===== src/rtl/peak_result_serializer.sv =====
// rtl/peak_result_serializer.sv - double-buffered serializer of per-pixel peak results into a ready/valid beat stream
module peak_result_serializer #(
    parameter int NP        = 16,
    parameter int PIXEL_NUM = 4
) (
    input  logic                    clk,
    input  logic                    res,
    input  logic                    frame_done,
    input  logic [NP*PIXEL_NUM-1:0] result,
    input  logic                    out_ready,
    output logic                    out_valid,
    output logic [NP-1:0]           out_data,
    output logic [7:0]              out_pix,
    output logic [7:0]              out_frame,
    output logic                    out_last,
    output logic                    overflow,
    input  logic                    clr_ovf
);

    localparam int         BW       = NP * PIXEL_NUM;
    localparam logic [7:0] LAST_PIX = 8'(PIXEL_NUM - 1);

    typedef enum logic {IDLE, SEND} state_t;

    state_t        state_q, state_d;
    logic [BW-1:0] act_q, act_d;
    logic [BW-1:0] shd_q, shd_d;
    logic [7:0]    act_tag_q, act_tag_d;
    logic [7:0]    shd_tag_q, shd_tag_d;
    logic          pending_q, pending_d;
    logic [7:0]    pix_q, pix_d;
    logic [7:0]    cnt_q, cnt_d;
    logic          ovf_q, ovf_d;

    logic          xfer;
    logic          last_xfer;
    logic          ovf_set;

    always_ff @(posedge clk or negedge res) begin
        if (!res) begin
            state_q   <= IDLE;
            act_q     <= '0;
            shd_q     <= '0;
            act_tag_q <= '0;
            shd_tag_q <= '0;
            pending_q <= 1'b0;
            pix_q     <= '0;
            cnt_q     <= '0;
            ovf_q     <= 1'b0;
        end else begin
            state_q   <= state_d;
            act_q     <= act_d;
            shd_q     <= shd_d;
            act_tag_q <= act_tag_d;
            shd_tag_q <= shd_tag_d;
            pending_q <= pending_d;
            pix_q     <= pix_d;
            cnt_q     <= cnt_d;
            ovf_q     <= ovf_d;
        end
    end

    always_comb begin
        state_d   = state_q;
        act_d     = act_q;
        shd_d     = shd_q;
        act_tag_d = act_tag_q;
        shd_tag_d = shd_tag_q;
        pending_d = pending_q;
        pix_d     = pix_q;
        cnt_d     = cnt_q;
        ovf_set   = 1'b0;
        xfer      = (state_q == SEND) && out_ready;
        last_xfer = xfer && (pix_q == LAST_PIX);

        // Every frame_done is captured somewhere, so the tag counter always advances.
        if (frame_done) begin
            cnt_d = cnt_q + 8'd1;
        end

        case (state_q)
            IDLE: begin
                if (frame_done) begin
                    state_d   = SEND;
                    act_d     = result;
                    act_tag_d = cnt_q;
                    pix_d     = '0;
                end
            end
            SEND: begin
                if (last_xfer) begin
                    pix_d = '0;
                    if (pending_q) begin
                        act_d     = shd_q;
                        act_tag_d = shd_tag_q;
                        if (frame_done) begin
                            shd_d     = result;
                            shd_tag_d = cnt_q;
                        end else begin
                            pending_d = 1'b0;
                        end
                    end else if (frame_done) begin
                        act_d     = result;
                        act_tag_d = cnt_q;
                    end else begin
                        state_d = IDLE;
                    end
                end else begin
                    if (xfer) begin
                        pix_d = pix_q + 8'd1;
                    end
                    if (frame_done) begin
                        shd_d     = result;
                        shd_tag_d = cnt_q;
                        pending_d = 1'b1;
                        ovf_set   = pending_q;
                    end
                end
            end
            default: state_d = IDLE;
        endcase

        if (clr_ovf) begin
            ovf_d = 1'b0;
        end else if (ovf_set) begin
            ovf_d = 1'b1;
        end else begin
            ovf_d = ovf_q;
        end
    end

    always_comb begin
        out_data = '0;
        for (int k = 0; k < PIXEL_NUM; k++) begin
            if (pix_q == 8'(k)) begin
                out_data = act_q[k*NP +: NP];
            end
        end
    end

    assign out_valid = (state_q == SEND);
    assign out_last  = out_valid && (pix_q == LAST_PIX);
    assign out_pix   = pix_q;
    assign out_frame = act_tag_q;
    assign overflow  = ovf_q;

endmodule


===== config.mk =====
export PLATFORM = sky130hd
export DESIGN_NAME = peak_result_serializer
export DESIGN_NICKNAME = d
export VERILOG_FILES = /design/src/rtl/peak_result_serializer.sv
export SDC_FILE = /design/constraint.sdc
export NUM_CORES = 1
export LEC_CHECK = 0
export ABC_AREA = 0
export CORE_MARGIN = 2
export CORE_UTILIZATION = 55
export DETAILED_ROUTE_END_ITERATION = 10
export HOLD_SLACK_MARGIN = 0.05
export PLACE_DENSITY = 0.8
export SETUP_SLACK_MARGIN = 0.02
export SYNTH_ARGS = -nofsm -noshare
export SYNTH_HDL_FRONTEND = slang
export SYNTH_SLANG_ARGS = --single-unit

===== constraint.sdc =====
create_clock -name clk -period 2.2 [get_ports clk]
set_input_delay 0.33 -clock clk [delete_from_list [all_inputs] [get_ports clk]]
set_output_delay 0.33 -clock clk [all_outputs]
set_load 0.02 [all_outputs]

==> results.cfg <==
[outcome]
status = finished with violations
failed_checks = setup timing

[floorplanning]
die_w_um = 119
die_h_um = 119
ioPinCount = 104
die-area_um2 = 14200
start_util = 0.556
design.core.area_um2 = 13100
rows = 42

[layout]
areaGrowthSynthToFinish_pct = 42.0
final_common_cell = dfrtp_1
num-fill-cells = 668
drive_above_1_share = 0.343
layout_common_cells = 161 x dfrtp_1, 85 x clkdlybuf4s50_1, 72 x o22ai_1
stdcell_area_um2 = 10300
final_nets = 823
ff_latch_area_um2 = 4080
antennaDiodeCount = 0
multiInputGateArea_um2 = 3480

[worst_setup_path]
r2r_cells = 9
critPathKind = flop to primary output
rrSetupSlack_ns = -0.12
critPathMaxStageDelay_ns = 0.47
cp_slowest_cell = dfrtp_2
required_ns = 1.87
r2r_start = out_pix[0]
cp-end-kind = primary output
critPathMaxFanout = 8
r2r-end = shd_q[22]
worstPathArrival_ns = 2.08
start_kind = flop
path_cells = inv_4, ha_4, buf_12, a21oi_2, o21ai_2, a22oi_2, nor2_1, buf_4

[placement]
preCtsSetupSlack_ns = -0.163
dp_hpwl_um = 12500
numPortBuffers = 103
gp_congestion = 0.985
dpl_cell_area_um2 = 8720

[sta]
rsz0062_at_grt = yes
tightest_slew_ns = 0.673
finClkSkew_ns = 0.0112
hold_viol = 0
report.final.slew_viol_count = 0
setup_slack_ns = -0.208
min_period_over_period = 1.09
timing.slew.headroom = 0.547
post-route-min-period_ns = 2.41
setup_violations = 119
fmax_mhz = 415
fin_setup_tns_ns = -8.98

[route]
drc_errors = 0
routed_wl_um = 24000
drtAntennaViolNets = 0
wire_per_inst_um = 25.6
vias = 6162
drt_iter0_markers = 724
viasPerCell = 6.57
firstDrtPassIters = 5

[min_path]
worstHoldStart = clr_ovf
hold_depth = 2
hold_class = input port to flop
whs_endpoint = overflow

[clocking]
clock_sinks = 163
clk_path_buf_depth = 2
cts_root_buf = clkbuf_16
clk_latency_ns = 0.43
clk_pin_slew_ns = 0.07
numCtsBuffers = 17
cts_tree = done
htreeDepth = 4

[synth]
yosysWarnings = 0
ys_ff_latch = 163
synth_nets = 700
seq_area_frac_synth = 0.560
synth-edff-count = 0
postSynthAreaPerCell_um2 = 11.6
yosys_most_used_dff = dfrtp_1
synth_area_leader_cell = dfrtp_1
synth_area_um2 = 7280
synth_cells = 626
synthTopCellsByArea = dfrtp_1 56%, mux2_2 10%, a2bb2oi_1 8.5%
synth_top_area_share = 0.560
async_reset_ff_frac = 1.00
synth_cell_types = 29

[power_and_ir_drop]
power_density_nw_per_um2 = 1380
power.leakage_nw = 4.36
ir_worst_vdd_mv = 0.645
p_total_mw = 14.3

[global_route]
grt_pass1_wl_um = 30400
grt_max_degree = 73
antenna_found_initial = 0
grt_pass1_vias = 5688
globalRouteOverflowTotal = 0
grt_usage = 0.277

[flow_run]
maxCapViolCount = 0
-- per-stage QoR --
| stage | hold WS, ns | cells | utilization |
|---|---|---|---|
| floorplan | 0.0344 | 626 | - |
| global placement | 0.332 | 885 | 0.666 |
| detailed placement | 0.341 | 885 | 0.666 |
| CTS | 0.430 | 921 | 0.718 |
| global route | 0.443 | 938 | 0.790 |
| finish | 0.436 | 938 | 0.790 |
-- metal layers --
metal | vias up | share of wire | global-route usage
met5 | - | 0 | 0
met4 | 0 | 0.049 | 0.109
met3 | 107 | 0.079 | 0.0599
met2 | 383 | 0.49 | 0.434
met1 | 3083 | 0.39 | 0.379
li1 | 2589 | - | -
-- cells by family (layout without fill, tap and decap cells) --
kind of cell	after synthesis	after routing	synth area share
and+or+nand+nor	76	76	0.0457
AOI/OAI and AO/OA	220	220	0.209
buffers and inverters	74	210	0.0447
muxes	76	76	0.117
xor gates and xnor gates	12	12	0.0144
adders and majority gates	5	5	0.00860
DFF	163	163	0.560
-- final cells by class --
class	count	area share
Timing Repair Buffer	156	0.178
Sequential cell	163	0.395
Clock buffer	21	0.0465
Clock inverter	11	0.0145
Multi-Input combinational cell	389	0.337
Inverter	22	0.00848
Tap cell	176	0.0213
-- critical path: cells and delay by family (launching register included) --
| kind | cells | cell delay, ns |
|---|---|---|
| simple gates | 1 | 0.09 |
| fa+ha+maj | 1 | 0.20 |
| compound gates | 3 | 0.49 |
| flops | 1 | 0.47 |
| buf+inv | 3 | 0.38 |
-- cell usage after synthesis, types with 3 or more instances --
master,instances
ha_1,5
a21oi_1,36
xor2_1,3
xnor2_1,9
inv_1,22
dfrtp_1,163
buf_4,7
nand2_1,31
o22ai_1,72
mux2_1,6
nand3_1,3
a22oi_1,16
nor3_1,4
nor2_1,31
nand4_1,4
a2bb2oi_1,71
mux2_2,67
clkbuf_1,28
buf_2,17
o21ai_0,20
mux2i_1,3
-- report_power, final --
group          switching [mW]  internal (mW)  leakage [nW]
Sequential               1.09           4.00          1.90
Clock                    1.25           1.91         0.306
Combinational            2.94           3.06          2.15
Total                    5.28           8.98          4.36
-- worst max path at each step --
stage | startpoint | end | depth (start not counted)
2_1_floorplan | out_pix[1] | shd_q[10] | 7
6_report | out_pix[0] | out_data[3] | 8
3_5_place_dp | out_pix[0] | out_data[3] | 8
3_3_place_gp | out_pix[0] | out_data[4] | 8
5_1_grt | out_pix[0] | out_data[3] | 7
4_1_cts | out_pix[0] | out_data[7] | 8
-- state kept, by name (all words and copies together), names as in the netlist --
| signal | flops |
|---|---|
| shd_tag_q | 8 |
| shd_q | 64 |
| cnt_q | 8 |
| act_q | 64 |
| out_pix | 8 |
| overflow | 1 |
| out_frame | 8 |
| out_valid | 1 |
| pending_q | 1 |
-- what timing repair did --
action,CTS,global route
pin swaps,5,19
hold buffers,1,0
buffers inserted,2,3
cloned,1,14
setup endpoints to repair,21,160
hold endpoints to repair,54,0
gates resized for setup,101,135
Power figures use the tool's default switching activity.
